`src/rtl/efpga_cfg_pkg.sv`:
```
// Shared definitions for the eFPGA Wishbone frame loader:
// register map, STATUS layout, FSM states and derived widths.
package efpga_cfg_pkg;

    localparam logic [1:0] REG_CTRL   = 2'd0;
    localparam logic [1:0] REG_STATUS = 2'd1;
    localparam logic [1:0] REG_ROW    = 2'd2;
    localparam logic [1:0] REG_DATA   = 2'd3;

    localparam int CTRL_EN    = 0;
    localparam int CTRL_CLR   = 1;
    localparam int ST_BUSY    = 8;
    localparam int ST_ERR     = 9;
    localparam int ST_CNT_LSB = 16;

    localparam int ROW_W = 5;

    typedef enum logic [1:0] {
        S_IDLE,
        S_LOAD,
        S_STROBE,
        S_HOLD
    } cfg_state_e;

    function automatic int lvl_w(input int depth);
        return $clog2(depth) + 1;
    endfunction

endpackage

```
`src/rtl/efpga_wb_cfg_loader_if.sv`:
```
// Wishbone classic slave bundle between the Caravel bus
// and the configuration loader.
interface efpga_wb_cfg_loader_if;

    logic        wbs_stb_i;
    logic        wbs_cyc_i;
    logic        wbs_we_i;
    logic [3:0]  wbs_sel_i;
    logic [31:0] wbs_adr_i;
    logic [31:0] wbs_dat_i;
    logic [31:0] wbs_dat_o;
    logic        wbs_ack_o;

    modport slave (
        input  wbs_stb_i, wbs_cyc_i, wbs_we_i,
        input  wbs_sel_i, wbs_adr_i, wbs_dat_i,
        output wbs_dat_o, wbs_ack_o
    );

    modport master (
        output wbs_stb_i, wbs_cyc_i, wbs_we_i,
        output wbs_sel_i, wbs_adr_i, wbs_dat_i,
        input  wbs_dat_o, wbs_ack_o
    );

endinterface

```
`src/rtl/efpga_cfg_fifo.sv`:
```
// Synchronous frame buffer with level/full/empty and a
// flush that has priority over push and pop.
module efpga_cfg_fifo #(
    parameter int W     = 37,
    parameter int DEPTH = 8
) (
    input  logic                       clk,
    input  logic                       rst_n,
    input  logic                       flush,
    input  logic                       push,
    input  logic [W-1:0]               din,
    input  logic                       pop,
    output logic [W-1:0]               dout,
    output logic [$clog2(DEPTH):0]     level,
    output logic                       full,
    output logic                       empty
);

    localparam int AW = $clog2(DEPTH);

    logic [W-1:0]  mem [DEPTH];
    logic [AW-1:0] wr_ptr;
    logic [AW-1:0] rd_ptr;
    logic [AW:0]   cnt;

    assign dout  = mem[rd_ptr];
    assign level = cnt;
    assign full  = (cnt == (AW+1)'(DEPTH));
    assign empty = (cnt == '0);

    always_ff @(posedge clk) begin
        if (push && !flush) mem[wr_ptr] <= din;
    end

    always_ff @(posedge clk or negedge rst_n) begin
        if (!rst_n) begin
            wr_ptr <= '0;
            rd_ptr <= '0;
            cnt    <= '0;
        end else if (flush) begin
            wr_ptr <= '0;
            rd_ptr <= '0;
            cnt    <= '0;
        end else begin
            if (push) wr_ptr <= wr_ptr + AW'(1);
            if (pop)  rd_ptr <= rd_ptr + AW'(1);
            unique case ({push, pop})
                2'b10:   cnt <= cnt + (AW+1)'(1);
                2'b01:   cnt <= cnt - (AW+1)'(1);
                default: cnt <= cnt;
            endcase
        end
    end

endmodule

```
`src/rtl/efpga_wb_cfg_loader.sv`:
```
// Wishbone register window that queues bitstream frames and
// replays them into the fabric as LOAD/STROBE/HOLD sequences.
module efpga_wb_cfg_loader
    import efpga_cfg_pkg::*;
#(
    parameter int          FRAME_W    = 32,
    parameter int          NUM_ROWS   = 16,
    parameter int          FIFO_DEPTH = 8,
    parameter logic [31:0] BASE_ADDR  = 32'h3000_0000
) (
    input  logic                    wb_clk_i,
    input  logic                    wb_rst_ni,
    efpga_wb_cfg_loader_if.slave    wbs,
    output logic [FRAME_W-1:0]      frame_data_o,
    output logic [NUM_ROWS-1:0]     frame_strobe_o,
    output logic                    cfg_busy_o
);

    localparam int LW = lvl_w(FIFO_DEPTH);
    localparam int EW = FRAME_W + ROW_W;

    logic             hit, acc, wr, data_wr, sel_ok;
    logic             stall, take, push, pop, soft_clr, go;
    logic [1:0]       off;
    logic [EW-1:0]    fifo_dout;
    logic [LW-1:0]    level;
    logic             full, empty;
    cfg_state_e       state_q, state_d;
    logic             en_q, err_q, ack_q;
    logic [ROW_W-1:0] row_q, cur_row_q;
    logic [15:0]      cnt_q;
    logic [31:0]      dat_q, rdata, status;
    logic             unused_ok;

    assign hit = wbs.wbs_stb_i & wbs.wbs_cyc_i
               & (wbs.wbs_adr_i[31:4] == BASE_ADDR[31:4]);
    assign acc      = hit & ~ack_q;
    assign off      = wbs.wbs_adr_i[3:2];
    assign wr       = acc & wbs.wbs_we_i;
    assign data_wr  = wr & (off == REG_DATA);
    assign sel_ok   = (wbs.wbs_sel_i == 4'hF);
    // A full FIFO still accepts a push in the cycle it pops.
    assign stall    = data_wr & sel_ok & full & ~pop;
    assign take     = acc & ~stall;
    assign push     = data_wr & sel_ok & ~stall;
    assign soft_clr = wr & (off == REG_CTRL)
                    & wbs.wbs_dat_i[CTRL_CLR];
    assign go       = en_q & ~empty;

    assign unused_ok = ^wbs.wbs_adr_i[1:0];

    efpga_cfg_fifo #(
        .W     (EW),
        .DEPTH (FIFO_DEPTH)
    ) u_fifo (
        .clk   (wb_clk_i),
        .rst_n (wb_rst_ni),
        .flush (soft_clr),
        .push  (push),
        .din   ({row_q, wbs.wbs_dat_i[FRAME_W-1:0]}),
        .pop   (pop),
        .dout  (fifo_dout),
        .level (level),
        .full  (full),
        .empty (empty)
    );

    assign cfg_busy_o    = ~empty | (state_q != S_IDLE);
    assign wbs.wbs_ack_o = ack_q;
    assign wbs.wbs_dat_o = dat_q;

    always_comb begin
        status = '0;
        status[7:0] = 8'(level);
        status[ST_BUSY] = cfg_busy_o;
        status[ST_ERR]  = err_q;
        status[ST_CNT_LSB +: 16] = cnt_q;
    end

    always_comb begin
        rdata = '0;
        unique case (off)
            REG_CTRL:   rdata[CTRL_EN] = en_q;
            REG_STATUS: rdata = status;
            REG_ROW:    rdata[ROW_W-1:0] = row_q;
            default:    rdata = '0;
        endcase
    end

    always_comb begin
        frame_strobe_o = '0;
        if (state_q == S_STROBE)
            frame_strobe_o = NUM_ROWS'(1) << cur_row_q;
    end

    // HOLD chains straight into LOAD to sustain one frame per 3 cycles.
    always_comb begin
        state_d = state_q;
        pop     = 1'b0;
        unique case (state_q)
            S_IDLE: begin
                if (go) begin
                    pop     = 1'b1;
                    state_d = S_LOAD;
                end
            end
            S_LOAD:   state_d = S_STROBE;
            S_STROBE: state_d = S_HOLD;
            S_HOLD: begin
                if (go) begin
                    pop     = 1'b1;
                    state_d = S_LOAD;
                end else begin
                    state_d = S_IDLE;
                end
            end
            default: state_d = S_IDLE;
        endcase
        if (soft_clr) begin
            state_d = S_IDLE;
            pop     = 1'b0;
        end
    end

    always_ff @(posedge wb_clk_i or negedge wb_rst_ni) begin
        if (!wb_rst_ni) begin
            state_q      <= S_IDLE;
            ack_q        <= 1'b0;
            dat_q        <= '0;
            en_q         <= 1'b0;
            err_q        <= 1'b0;
            row_q        <= '0;
            cur_row_q    <= '0;
            cnt_q        <= '0;
            frame_data_o <= '0;
        end else begin
            state_q <= state_d;
            ack_q   <= take;
            dat_q   <= (take && !wbs.wbs_we_i) ? rdata : '0;
            if (state_d == S_STROBE) cnt_q <= cnt_q + 16'd1;
            if (pop) begin
                frame_data_o <= fifo_dout[FRAME_W-1:0];
                cur_row_q    <= fifo_dout[EW-1:FRAME_W];
            end
            if (take && wbs.wbs_we_i) begin
                unique case (1'b1)
                    off == REG_CTRL:
                        en_q <= wbs.wbs_dat_i[CTRL_EN];
                    off == REG_STATUS:
                        if (wbs.wbs_dat_i[ST_ERR]) err_q <= 1'b0;
                    off == REG_ROW:
                        if (wbs.wbs_dat_i < 32'(NUM_ROWS))
                            row_q <= wbs.wbs_dat_i[ROW_W-1:0];
                        else
                            err_q <= 1'b1;
                    off == REG_DATA:
                        if (!sel_ok) err_q <= 1'b1;
                    default: ;
                endcase
            end
        end
    end

endmodule

```
`src/flat_wrapper.sv`:
```
// flat-port wrapper written by rule: the top's interface ports become plain ports
module efpga_wb_cfg_loader_flat import efpga_cfg_pkg::*;
#(
    parameter int          FRAME_W    = 32,
    parameter int          NUM_ROWS   = 16,
    parameter int          FIFO_DEPTH = 8,
    parameter logic [31:0] BASE_ADDR  = 32'h3000_0000
)
  (wb_clk_i, wb_rst_ni, frame_data_o, frame_strobe_o, cfg_busy_o, wbs_wbs_stb_i, wbs_wbs_cyc_i, wbs_wbs_we_i, wbs_wbs_sel_i, wbs_wbs_adr_i, wbs_wbs_dat_i, wbs_wbs_dat_o, wbs_wbs_ack_o);
  efpga_wb_cfg_loader_if wbs_i ();
  input  logic wb_clk_i;
  input  logic wb_rst_ni;
  output logic [FRAME_W-1:0] frame_data_o;
  output logic [NUM_ROWS-1:0] frame_strobe_o;
  output logic cfg_busy_o;
  input wire logic [$bits(wbs_i.wbs_stb_i)-1:0] wbs_wbs_stb_i;
  input wire logic [$bits(wbs_i.wbs_cyc_i)-1:0] wbs_wbs_cyc_i;
  input wire logic [$bits(wbs_i.wbs_we_i)-1:0] wbs_wbs_we_i;
  input wire logic [$bits(wbs_i.wbs_sel_i)-1:0] wbs_wbs_sel_i;
  input wire logic [$bits(wbs_i.wbs_adr_i)-1:0] wbs_wbs_adr_i;
  input wire logic [$bits(wbs_i.wbs_dat_i)-1:0] wbs_wbs_dat_i;
  output wire logic [$bits(wbs_i.wbs_dat_o)-1:0] wbs_wbs_dat_o;
  output wire logic [$bits(wbs_i.wbs_ack_o)-1:0] wbs_wbs_ack_o;
  assign wbs_i.wbs_stb_i = wbs_wbs_stb_i;
  assign wbs_i.wbs_cyc_i = wbs_wbs_cyc_i;
  assign wbs_i.wbs_we_i = wbs_wbs_we_i;
  assign wbs_i.wbs_sel_i = wbs_wbs_sel_i;
  assign wbs_i.wbs_adr_i = wbs_wbs_adr_i;
  assign wbs_i.wbs_dat_i = wbs_wbs_dat_i;
  assign wbs_wbs_dat_o = wbs_i.wbs_dat_o;
  assign wbs_wbs_ack_o = wbs_i.wbs_ack_o;
  efpga_wb_cfg_loader #(.FRAME_W(FRAME_W), .NUM_ROWS(NUM_ROWS), .FIFO_DEPTH(FIFO_DEPTH), .BASE_ADDR(BASE_ADDR)) u_core (.wb_clk_i(wb_clk_i), .wb_rst_ni(wb_rst_ni), .wbs(wbs_i), .frame_data_o(frame_data_o), .frame_strobe_o(frame_strobe_o), .cfg_busy_o(cfg_busy_o));
endmodule
```
`config.mk`:
```
export PLATFORM = sky130hd
export DESIGN_NAME = efpga_wb_cfg_loader_flat
export DESIGN_NICKNAME = d
export VERILOG_FILES = /design/src/rtl/efpga_cfg_pkg.sv /design/src/rtl/efpga_wb_cfg_loader_if.sv /design/src/rtl/efpga_cfg_fifo.sv /design/src/rtl/efpga_wb_cfg_loader.sv /design/src/flat_wrapper.sv
export SDC_FILE = /design/constraint.sdc
export NUM_CORES = 1
export LEC_CHECK = 0
export ABC_AREA = 1
export CORE_ASPECT_RATIO = 1.2
export CORE_UTILIZATION = 45
export CTS_CLUSTER_DIAMETER = 80
export DETAILED_ROUTE_END_ITERATION = 8
export PLACE_DENSITY_LB_ADDON = 0.25
export SLEW_MARGIN = 15
export SYNTH_ARGS = -nofsm -noshare
export SYNTH_HDL_FRONTEND = slang
export SYNTH_SLANG_ARGS = --single-unit
```
`constraint.sdc`:
```
create_clock -name wb_clk_i -period 4.5 [get_ports wb_clk_i]
set_input_delay 0.45 -clock wb_clk_i [delete_from_list [all_inputs] [get_ports wb_clk_i]]
set_output_delay 0.45 -clock wb_clk_i [all_outputs]
set_load 0.02 [all_outputs]
```
==> results.md <==
* P&R area growth vs syn at 19.6%
* Cts hold-fix bufs at 0
* # nets final at approximately 1,500
* Gr usage total at about a fifth
* Die width at 176 um
* Period utilisation layout at between 60% and 70%
* Synth top cells by count: edfxtp_1, o21ai_0, nand2_1, inv_1, nor2_1
* Post-Route WL at 34,600 um
* Slew @ Worst Pin at between 1 and 1.5 ns
* Site row count at 76
* Max FO, Critical Path at 16
* Fin Hold WS at 0.0295 ns
* Reg clk slew, reported paths at 0.06 ns
* Register area at 11,300 um^2
* Clock Tree Root: clkbuf_16
* Vias/cell at 5.09
* Clock tree buffer depth at 3
* Overflow after GRT at 0
* Antenna fix cells at 0
* Post-synthesis sequential area ratio at 69.2%
* Initial antenna violation count at 0
* Max-cap violations at 0
* R2r setup slk at 1.55 ns
* Synth top area share at between 50% and 60%
* Prevailing post-synth register cell: edfxtp_1
* Combinational fraction of design power at 11.4%
* Power Dens Cells at 421 nW/um^2
* CP arrival at 3.39 ns
* Postcts setup bufs at 0
* Synth Instances at approximately 1,300
* Hold Path Class: in2async
* Initial Util at 45.5%
* Leakage power at 7.11 nW
* Asr flop ratio synth at 24.5%
* Highest routed layer: met4
* DR vias at 9,983
* DR WL met2 at approximately 18,000 um
* Unrepaired setup endpoints after global routing: false
* CTS buffer count at 39
* F_max at 338 MHz
* Max VDD drop at between 0.3 and 0.4 mV
* Crit Path Class: in2reg
* Residual DRC count at 0
* Clock sink total at a little under 400
* Post-Layout Inst Area at 19,500 um^2
* Die Y at between 200 and 250 um
* Filler Cell Count at 2,951
* Core area at 35,800 um^2
* CTS tree: done
* Tmin final at 2.96 ns
* Post-Route Setup TNS at 0 ns
* Dominant cells by area after synthesis: edfxtp_1, dfrtp_1, o21ai_0, mux2i_1, nand2_1
* Count leader, synth: edfxtp_1
* Initial DRC count at a little under 600
* Clk pwr share at 38.0%
* Number of global-route vias before repair at 9,663
* H-tree depth at 2
* Cell Chain, Critical Path: clkdlybuf4s50_1 > nor2_1 > nand2_1 > nor2_1 > nand2_1 > nor2_4 > nand3_4 > nand2_4 > nand2_2 > nand2_1 > ha_1 > ha_1 > a21oi_1 > nand2_1 > a21oi_1 > o21ai_0 > o21ai_0 > a21o_1 > inv_1
* P_int at 0.00631 W
* Data required, critical path at 4.93 ns
* Sequential Power Share at 50.6%
* Sw frac at between 20% and 30%
* Die area at approximately 37,000 um^2
* Final core occ at between 50% and 60%
* Cell family with most CP delay: simple AND/OR/NAND/NOR gates
* Synth Register Bits at about 400
* Worst reg2reg endpoint: u_core.u_fifo.level[3]
* Area after DPL at 18,300 um^2
* Final setup fails at 0
* Hold Fails Final Rpt at 0
* Routability cong. at 0.782
* Max incr delay on CP at approximately 0.42 ns
* Bufs and invs on worst path at 2
* Post-synth EDFFs at between 200 and 300
* Average cell area after synthesis at 12.4 um^2
* Fin Clk Skew at 0.0157 ns
* Synth Warn # at 0
* Top-Level Pins at 155
* Largest net degree at the start of global routing at 99
* DP HPWL at approximately 20,000 um
* Net switching power at approximately 0.0019 W
* FF-to-FF path depth at 18
* Outcome: finished, final reports clean
* Worst slew margin at approximately a third
* Slew Viols, Final at 0
* CP Capture Type: flop
* Post-route ant nets at 0
* Critical Path Source: wbs_wbs_adr_i[11]
* Layout cells sized above 1 at 9.52%
* Critical path depth at 19
* DR WL met3 at 1570 um
* Area of the multi-input gates at around 4200 um^2
* Library cells used by synthesis at 40
* CP dominant cell by count: nand2_1
* Synth Cell Area at roughly 16,000 um^2
* Routed wire per std cell at 17.7 um
* Startpoint types: primary input
* Most area-hungry cell type in the Yosys netlist: edfxtp_1
* Router iterations before antenna repair at 5
* Crit path capture: u_core.u_fifo.level[3]
* Global-route wire length before repair at 53,200 um
* Port bufs at 143
* Slowest stage cell, crit path: clkdlybuf4s50_1
* Reg2reg start: u_core.wbs.wbs_ack_o
* Post-Route M1 WL at 14,700 um
* Insertion delay to the later sink of the worst-skew pair at 0.53 ns
* Post_cts resized at 0
==> metrics by stage <==
| step | std cells | power [W] | setup slack (ns) |
|---|---|---|---|
| finish | 1960 | 0.00821 | 1.54 |
| global route | 1960 | 0.00849 | 1.14 |
| CTS | 1959 | 0.00829 | 1.52 |
| detailed placement | 1888 | 0.00518 | 0.962 |
| global placement | 1888 | 0.00516 | 1.04 |
| floorplan | 1322 | 0.00468 | 0.104 |
==> area by class of cell <==
class | count | share of cell area, %
well taps | 468 | 3.00
multi-input cells | 723 | 21.6
clock inverters | 11 | 0.436
flip-flops and latches | 392 | 57.9
clock buffers | 60 | 5.88
inverters | 137 | 2.64
repair buffers | 169 | 8.55
==> worst register-to-register path, delay by kind of cell (launching register included) <==
| family | cells | cell delay [ns] |
|---|---|---|
| flip-flops | 1 | 0.42 |
| AND/OR/NAND/NOR | 9 | 1.15 |
| buffers and inverters | 2 | 0.10 |
| adder cells (fa/ha/maj) | 2 | 0.57 |
| AO/OA/AOI/OAI | 5 | 0.63 |
==> flip-flops by register name, summed over array words and instances, names as in the netlist <==
name	flops
u_core.cur_row_q	5
u_core.u_fifo.rd_ptr	3
u_core.u_fifo.level	4
u_core.wbs.wbs_dat_o	23
u_core.cnt_q	16
u_core.wbs.wbs_ack_o	1
u_core.frame_data_o	32
u_core.err_q	1
u_core.u_fifo.wr_ptr	3
u_core.u_fifo.mem	296
u_core.row_q	5
u_core.state_q	2
u_core.en_q	1
==> kinds of logic (layout without fill, tap and decap cells) <==
family                   Yosys count  in the layout  synth area share [%]
AO/OA/AOI/OAI                    285            285                  10.3
XOR/XNOR                          15             15                 0.805
adder cells (fa/ha/maj)           14             14                  1.12
buffers and inverters            207            377                  5.42
flip-flops                       392            392                  69.2
multiplexers                      75             75                  4.61
other                              1              9                0.0230
AND/OR/NAND/NOR                  325            325                  8.58
==> power groups by stage <==
stage | sequential (W) | combinational [W] | clock, W
CTS | 0.00416 | 0.000949 | 0.00319
global route | 0.00417 | 0.00101 | 0.00332
global placement | 0.00423 | 0.000933 | 0
detailed placement | 0.00423 | 0.000946 | 0
floorplan | 0.00438 | 0.000301 | 0
finish | 0.00415 | 0.000934 | 0.00312
==> routing by layer <==
metal,track usage [%],vias to the layer above
met1,23.6,4823
li1,-,4869
met3,2.84,51
met5,0,-
met4,5.91,0
met2,33.7,240
==> layout by cell type, fill, tap and decap left out, drive strengths merged, types with 2 or more instances in the layout <==
cell and n:
a21oi 84, dfrtp 96, nand3 32, nand2 146
o2111ai 2, a31oi 37, nor4 4, xor2 13
mux2i 74, conb 9, nor2 118, xnor2 2
o21ai 159, clkinv 10, nor3 12, buf 27
ha 13, nand3b 2, nand4 10, inv 137
clkbuf 60, clkdlybuf4s50 142, edfxtp 296
==> worst min path at each step <==
stage                                          end  slack, ns  cells after the start
final                     u_core.wbs.wbs_dat_o[18]       0.03                      1
after detailed placement          u_core.cnt_q[15]       0.47                      2
after global routing               u_core.cnt_q[7]       0.11                      1
after global placement            u_core.cnt_q[15]       0.47                      2
after CTS                 u_core.wbs.wbs_dat_o[18]       0.08                      1
after floorplan                    u_core.cnt_q[0]       0.15                      0
Note: power is estimated with default switching activity, not from simulation.
